--- src/rtl/serial_pkg.sv ---
`default_nettype none
// ============================================================================
//  Module   : serial_pkg
//  Purpose  : Shared types and helpers for the serial framing datapath.
//             Provides the framer state encoding and the frame-length helper.
//  Revision : 1.0 - initial release
// ============================================================================
package serial_pkg;

    // Framer state: IDLE = nothing on the line, DATA = data bits on x,
    // PAR = the even-parity bit on x.
    typedef enum logic [1:0] {
        IDLE = 2'd0,
        DATA = 2'd1,
        PAR  = 2'd2
    } state_e;

    // Number of x_valid cycles one frame occupies.
    function automatic int frame_len(input int width, input int parity_en);
        return width + ((parity_en != 0) ? 1 : 0);
    endfunction

endpackage
`default_nettype wire

--- src/rtl/piso_shifter.sv ---
`default_nettype none
// ============================================================================
//  Module   : piso_shifter
//  Purpose  : Parallel-in / serial-out shift register. Holds the word being
//             serialized; sout is always the bit at the head of the register.
//  Ports    : clk, rst_n  - clock, asynchronous active-low reset
//             load        - capture d (has priority over shift)
//             shift       - advance the register by one bit, filling with 0
//             d [WIDTH]   - parallel load value
//             sout        - head bit (bit 0 if LSB-first, bit WIDTH-1 if not)
//  Revision : 1.0 - initial release
// ============================================================================
module piso_shifter
    import serial_pkg::*;
#(
    parameter int WIDTH     = 8,
    parameter bit MSB_FIRST = 1'b0
) (
    input  logic             clk,
    input  logic             rst_n,
    input  logic             load,
    input  logic             shift,
    input  logic [WIDTH-1:0] d,
    output logic             sout
);

    logic [WIDTH-1:0] sr_q;
    logic [WIDTH-1:0] sr_d;
    logic [WIDTH-1:0] sr_shifted;

    generate
        if (MSB_FIRST) begin : g_msb_first
            assign sr_shifted = {sr_q[WIDTH-2:0], 1'b0};
            assign sout       = sr_q[WIDTH-1];
        end else begin : g_lsb_first
            assign sr_shifted = {1'b0, sr_q[WIDTH-1:1]};
            assign sout       = sr_q[0];
        end
    endgenerate

    always_comb begin
        sr_d = sr_q;
        if (load) begin
            sr_d = d;
        end else if (shift) begin
            sr_d = sr_shifted;
        end
    end

    always_ff @(posedge clk or negedge rst_n) begin
        if (!rst_n) begin
            sr_q <= '0;
        end else begin
            sr_q <= sr_d;
        end
    end

endmodule
`default_nettype wire

--- src/rtl/serial_word_framer.sv ---
`default_nettype none
// ============================================================================
//  Module   : serial_word_framer
//  Purpose  : Accepts a parallel word over valid/ready and sends it out one
//             bit per clock on x, optionally followed by an even-parity bit.
//             Back-to-back words are accepted in the frame_end cycle so
//             consecutive frames leave no gap on the line.
//  Ports    : clk, rst_n          - clock, asynchronous active-low reset
//             din, din_valid      - word to send and its qualifier
//             din_ready           - word can be accepted this cycle
//             x, x_valid          - registered serial bit and its qualifier
//             frame_start         - first bit of a frame
//             frame_end           - last bit of a frame (parity if enabled)
//             busy                - a frame is on the line (equals x_valid)
//  Revision : 1.0 - initial release
// ============================================================================
module serial_word_framer
    import serial_pkg::*;
#(
    parameter int WIDTH     = 8,
    parameter bit MSB_FIRST = 1'b0,
    parameter bit PARITY_EN = 1'b1
) (
    input  logic             clk,
    input  logic             rst_n,
    input  logic [WIDTH-1:0] din,
    input  logic             din_valid,
    output logic             din_ready,
    output logic             x,
    output logic             x_valid,
    output logic             frame_start,
    output logic             frame_end,
    output logic             busy
);

    localparam int                   c_cnt_w    = $clog2(WIDTH);
    localparam logic [c_cnt_w-1:0]   c_last_bit = c_cnt_w'(WIDTH - 1);

    state_e               state_q, state_d;
    logic [c_cnt_w-1:0]   cnt_q,   cnt_d;
    logic                 par_q,   par_d;
    logic                 x_q,     x_d;
    logic                 fs_q,    fs_d;

    logic                 accept;
    logic                 last_data;
    logic                 sh_load;
    logic                 sh_shift;
    logic                 sh_out;
    logic                 first_bit;
    logic [WIDTH-1:0]     load_word;

    // The first bit goes straight into x_q at the accept edge, so the
    // shifter is loaded with the word already advanced by one position;
    // its head then always holds the bit that x_q takes next.
    generate
        if (MSB_FIRST) begin : g_msb_first
            assign first_bit = din[WIDTH-1];
            assign load_word = {din[WIDTH-2:0], 1'b0};
        end else begin : g_lsb_first
            assign first_bit = din[0];
            assign load_word = {1'b0, din[WIDTH-1:1]};
        end
    endgenerate

    piso_shifter #(
        .WIDTH     (WIDTH),
        .MSB_FIRST (MSB_FIRST)
    ) u_piso_shifter (
        .clk   (clk),
        .rst_n (rst_n),
        .load  (sh_load),
        .shift (sh_shift),
        .d     (load_word),
        .sout  (sh_out)
    );

    assign last_data   = (state_q == DATA) && (cnt_q == c_last_bit);
    assign frame_end   = PARITY_EN ? (state_q == PAR) : last_data;
    assign din_ready   = (state_q == IDLE) || frame_end;
    assign accept      = din_valid && din_ready;

    assign x           = x_q;
    assign x_valid     = (state_q != IDLE);
    assign busy        = x_valid;
    assign frame_start = fs_q;

    always_comb begin
        state_d  = state_q;
        cnt_d    = cnt_q;
        par_d    = par_q;
        x_d      = 1'b0;
        fs_d     = 1'b0;
        sh_load  = 1'b0;
        sh_shift = 1'b0;

        case (state_q)
            IDLE: begin
                state_d = IDLE;
            end
            DATA: begin
                if (cnt_q != c_last_bit) begin
                    cnt_d    = cnt_q + 1'b1;
                    x_d      = sh_out;
                    sh_shift = 1'b1;
                end else if (PARITY_EN) begin
                    state_d = PAR;
                    x_d     = par_q;
                end else begin
                    state_d = IDLE;
                end
            end
            PAR: begin
                state_d = IDLE;
            end
            default: begin
                state_d = IDLE;
            end
        endcase

        // Accept is only possible in IDLE or in the frame_end cycle, so it
        // cleanly overrides whatever the frame in flight would do next.
        if (accept) begin
            state_d = DATA;
            cnt_d   = '0;
            par_d   = ^din;
            x_d     = first_bit;
            fs_d    = 1'b1;
            sh_load = 1'b1;
        end
    end

    always_ff @(posedge clk or negedge rst_n) begin
        if (!rst_n) begin
            state_q <= IDLE;
            cnt_q   <= '0;
            par_q   <= 1'b0;
            x_q     <= 1'b0;
            fs_q    <= 1'b0;
        end else begin
            state_q <= state_d;
            cnt_q   <= cnt_d;
            par_q   <= par_d;
            x_q     <= x_d;
            fs_q    <= fs_d;
        end
    end

endmodule
`default_nettype wire

--- config.mk ---
export PLATFORM = sky130hd
export DESIGN_NAME = serial_word_framer
export DESIGN_NICKNAME = d
export VERILOG_FILES = /design/src/rtl/serial_pkg.sv /design/src/rtl/piso_shifter.sv /design/src/rtl/serial_word_framer.sv
export SDC_FILE = /design/constraint.sdc
export NUM_CORES = 1
export LEC_CHECK = 0
export ABC_CLOCK_PERIOD_IN_PS = 2000
export BUFFER_PORTS_ARGS = -buffer_cell sky130_fd_sc_hd__buf_2
export CAP_MARGIN = 20
export CORE_UTILIZATION = 45
export CTS_BUF_LIST = sky130_fd_sc_hd__clkbuf_16
export DETAILED_ROUTE_END_ITERATION = 8
export GPL_TIMING_DRIVEN = 0
export PLACE_DENSITY = 0.68
export RECOVER_POWER = 25
export SYNTH_ARGS = -nofsm -noshare
export SYNTH_HDL_FRONTEND = slang
export SYNTH_SLANG_ARGS = --single-unit
--- constraint.sdc ---
create_clock -name clk -period 2 [get_ports clk]
set_input_delay 0.1 -clock clk [delete_from_list [all_inputs] [get_ports clk]]
set_output_delay 0.1 -clock clk [all_outputs]
set_load 0.005 [all_outputs]
# Yosys cells after proc, flatten, opt, wreduce, memory -nomap -nowiden
# Cells that the tools add are included.
# totals
register_bits	16
out_inout_bits	6
word_cells	34
# classes
n_addsub	1
n_mux	14
reduce_logical	9
n_eq_ne	4
# op_table
operator	count
$mux 8	2
$mux 3	3
$reduce_bool 2->1	4
$reduce_xor 8->1	1
$mux 1	6
$mux 2	3
$ne 3x3->1 const B	2
$add 3x1->3 const B	1
$eq 2x1->1 const B	1
$eq 2x2->1 const B	1
$logic_not 2->1	1
$reduce_and 2->1	1
$logic_and 1x1->1	1
$logic_or 1x1->1	1

# Logic depth before layout (Yosys ltp)
# logic_depth
ltp_word	5
mapped_depth	6
depth_no_buf	6

# Cells and area by module
# From an unflattened synthesis, not the netlist that was laid out.
# unflattened
cells_unflattened	75
area_unflattened_um2	788.3
# by_module_without_submodules
mod	cells_per_inst	area_per_inst_um2	n_inst
serial_word_framer	41	419.2	1
piso_shifter	34	369.1	1

# Worst setup path before layout
# No wires, ideal clock.
# synth_timing
path_type	register to register
from	register cnt_q[0]
to	register u_piso_shifter.sr_q[0]
setup_time_ns	0.123
required_time_ns	1.877
setup_slack_ns	0.599
path_buffers	0
stages_incl_launch_ff	6
arrival_time_ns	1.279
cell_sequence	dfrtp_1 -> ha_1 -> ha_1 -> nor2_8 -> mux2i_1 -> a21oi_1
# synth_between
elab_chain_len	4
# synth_rtl
item	line	text
start: declaration	serial_word_framer.sv:40	logic [c_cnt_w-1:0] cnt_q, cnt_d;
start signal: assignment	serial_word_framer.sv:142	cnt_q <= cnt_d;
$ne 3x3->1	serial_word_framer.sv:102	if (cnt_q != c_last_bit) begin
$mux 1	serial_word_framer.sv:102	
$mux 1	serial_word_framer.sv:97	case (state_q)
$reduce_bool 2->1 (no line)	n/a	
end signal: assignment	piso_shifter.sv:54	sr_q <= sr_d;
end: declaration	piso_shifter.sv:27	logic [WIDTH-1:0] sr_q;
# Every way passes these cells.
# A chain may end at the register's enable or synchronous reset.

# Final worst setup path
# layout_timing
from	register cnt_q[0]
to	register cnt_q[0]
# layout_between
elab_chain_len	4
word_cells_on_any_way	7
classes_between	1 x add/sub; 1 x eq/ne; 3 x mux; 2 x reduce/logical
# layout_rtl
item	line	text
$add 3x1->3	serial_word_framer.sv:103	cnt_d = cnt_q + 1'b1;
$mux 3	serial_word_framer.sv:102	
$mux 3	serial_word_framer.sv:97	
$mux 3	serial_word_framer.sv:123	if (accept) begin
# Several ways; a longest one is shown, not always the timed one. The select of a mux whose other input is x is not followed.

==> key figures <==
CTS
  • Clock Tree Buf Depth: 2
  • Postcts setup bufs: 0
  • Clock root cell: clkbuf_16
  • Clk Latency, worst-skew pair: 250 ps
  • H-tree depth: 1
  • Clk slew on worst S/H paths: 50 ps
  • CTS Buf Count: 3
  • Clk sinks: 15
  • CTS tree: built

Die
  • # rows: 14
  • Io pins: 17
  • DIE AREA: 0.001888 sq mm
  • Core Region: 0.001559 sq mm
  • Initial Util: 0.4960
  • Die X: 43.45 um
  • Die Y: 43.45 um

Final layout
  • Syn-to-layout area delta: 24.43%
  • Post-route cell area: 962.2 sq um
  • Ant diodes: 0
  • Layout cells sized above 1: 0.2737
  • Nets: 110

Worst setup path
  • Crit. End Element: flop
  • R2r setup slk: 480 ps
  • Arr. time, crit path: 1640 ps
  • Crit-path slowest cell: dfrtp_1
  • Worst path cell trace: ha_1 > ha_1 > nor2_1 > nand2_1 > nand3_1 > o21ai_0
  • Slowest stage delay, CP: 390 ps
  • WS Path Type: flop to flop
  • Worst EP required: 2120 ps
  • Number of cells on the worst reg-to-reg path: 6
  • CP Max Fanout: 3
  • Crit path top cell by count: ha_1
  • CP endpoint: cnt_q[0]$_DFFE_PN0P_
  • R2r startpoint: cnt_q[0]$_DFFE_PN0P_
  • Worst Setup SP: cnt_q[0]$_DFFE_PN0P_
  • FF-to-FF End: cnt_q[0]$_DFFE_PN0P_
  • Startpoint types: flop

Detailed routing
  • Routed length per instance: 11.87 um
  • Post-DRT Antenna Nets: 0
  • Starting DRT DRC Count: 11
  • Vias per inst: 5.117
  • DRC viols: 4
  • DRT Pass-1 Iters: 6
  • Vias: 568
  • DRT Wirelength: 1318 um

Global routing
  • Overall Global Routing Usage: 0.1720
  • Initial antenna violation count: 0
  • Remaining global-route overflow: 0
  • First-pass GRT wire length: 2304 um
  • Largest net degree at the start of global routing: 16
  • Vias in the first global route: 560

STA
  • Endpoints failing setup: 0
  • Final-report hold violation count: 0
  • Period utilization: 0.7609
  • RSZ-0062 raised after global routing: false
  • Minimum clock period: 1522 ps
  • Fmax: 657.1 MHz
  • Worst rel slew slack: 0.4635
  • Tightest Pin Transition: 804.8 ps
  • Setup_tns: 0 ps
  • Final Max Tran Viols: 0
  • Setup Skew: 3.753 ps

Power
  • Peak supply drop: 0.8231 mV
  • Comb power frac: 0.369
  • LEAKAGE: 0.4990 nW
  • Sequential share of power: 0.362
  • Tot Pwr: 1.445 mW
  • PD cells: 1502 mW/mm^2
  • Net Sw Frac: 0.3258
  • Int Pwr: 0.9742 mW
  • Psw: 0.4707 mW
  • Clk pwr share: 0.269

Run status
  • Failing checks: design-rule violations
  • Outcome: complete, but fails checks

Synth
  • Synthesized area: 773.2 sq um
  • Synth top area cells: dfrtp_1 (49%), mux2i_1 (12%), xnor2_1 (7.9%)
  • Syn Inst Count: 74
  • Yosys cell types: 18
  • Synth warn: 0
  • Sequential area share after synthesis: 0.4854
  • Syn_nets: 88
  • Yosys top cell by area: dfrtp_1
  • Avg Cell Area, Syn: 10.45 sq um
  • Share of the synthesized area in the top cell type: 0.4854
  • #FFs+latches synth: 15

Hold path
  • Worst hold path type: primary input to flop

Run
  • MaxCap Viol Count: 0

Placed design
  • I/O Buffers: 16
  • Detail Placement HPWL: 947.8 um
  • Cell Area, Placed: 873.3 sq um
  • Routability cong.: 0.7666
## cell type report
class / instances / area [sq um]
inverter: 3 / 11.26
clock buffer: 3 / 75.07
timing repair buffer: 17 / 88.84
clock inverter: 1 / 5.005
sequential: 15 / 375.4
fill: 132 / 596.8
tap: 16 / 20.02
multi-input combinational: 54 / 367.9
buffer: 2 / 18.77
## worst min path at each step
stage	start	end	slack [ps]	cells past startpoint
final	din[7]	u_piso_shifter.sr_q[6]$_DFFE_PN0P_	90	3
after global routing	din[7]	u_piso_shifter.sr_q[6]$_DFFE_PN0P_	120	3
after CTS	din[7]	u_piso_shifter.sr_q[6]$_DFFE_PN0P_	90	3
after detailed placement	rst_n	cnt_q[2]$_DFFE_PN0P_	30	1
after global placement	rst_n	state_q[1]$_DFFE_PN0P_	20	1
after floorplan	rst_n	cnt_q[0]$_DFFE_PN0P_	-200	0
## logic make-up (layout without fill, tap and decap cells)
logic type,Yosys count,after routing,share of synthesized area
DFF,15,15,0.4854
muxes,9,9,0.1165
xor gates and xnor gates,7,7,0.07929
AOI/OAI and AO/OA,12,12,0.07766
and+or+nand+nor,23,23,0.1537
buffers and inverters,5,26,0.03884
adders and majority gates,3,3,0.04855
## metrics by stage
stage          utilization  instances  setup WS [ps]  hold WS (ps)
2_1_floorplan            -         74          598.5        -195.6
3_3_place_gp        0.5602        106          516.2         21.87
3_5_place_dp        0.5602        106          499.3         26.87
4_1_cts             0.6180        111          475.0         85.98
5_1_grt             0.6172        111          348.4         116.1
6_report            0.6172        111          478.2         86.97
## Yosys cell counts
master	number
buf_4	1
nor2_8	1
nand2b_2	1
o21ai_1	1
nand2_2	1
o21ai_0	5
buf_6	1
dfrtp_1	15
xnor2_1	7
nand3_1	1
nand2_1	8
ha_1	3
nor2_1	9
inv_1	3
or2_2	1
and2b_2	1
a21oi_1	6
mux2i_1	9
## layout by cell type, fill, tap and decap left out
master / n
nand2b_2: 1
ha_1: 3
mux2i_1: 9
inv_1: 3
clkbuf_16: 3
buf_2: 15
xnor2_1: 7
dfrtp_1: 15
clkinv_2: 1
buf_4: 1
nand2_1: 8
buf_6: 1
o21ai_1: 1
or2_2: 1
and2b_2: 1
nand3_1: 1
dlygate4sd3_1: 1
a21oi_1: 6
nor2_8: 1
nand2_2: 1
nor2_1: 9
clkbuf_1: 1
o21ai_0: 5
## registers in the layout (all words and copies together) (netlist names)
name                 count
u_piso_shifter.sr_q      7
cnt_q                    3
par_q                    1
x                        1
state_q                  2
frame_start              1
## critical path: cells and delay by family (launching register included)
family	cells	cell delay [ps]
DFF	1	390
AOI/OAI and AO/OA	1	80
adders and majority gates	2	420
and+or+nand+nor	3	500
## layer usage
metal / GRT usage / wire length [um] / vias up
met5: 0 / 0 / -
met4: 0.1063 / 31 / 0
met3: 0.04167 / 71 / 4
met2: 0.2788 / 611 / 15
met1: 0.2060 / 604 / 262
li1: - / - / 287
## power by group through the flow
stage / logic (mW) / registers, mW / clock network [mW]
2_1_floorplan: 0.418 / 0.507 / 0
3_3_place_gp: 0.525 / 0.522 / 0
3_5_place_dp: 0.539 / 0.527 / 0
4_1_cts: 0.542 / 0.523 / 0.394
5_1_grt: 0.613 / 0.545 / 0.406
6_report: 0.533 / 0.523 / 0.388
## what timing repair did
| action | CTS | global route |
|---|---|---|
| gates resized for setup | 0 | 0 |
| hold buffers | 1 | 0 |
| endpoints found under the hold margin | 15 | 0 |
Note: power is estimated with default switching activity, not from simulation.
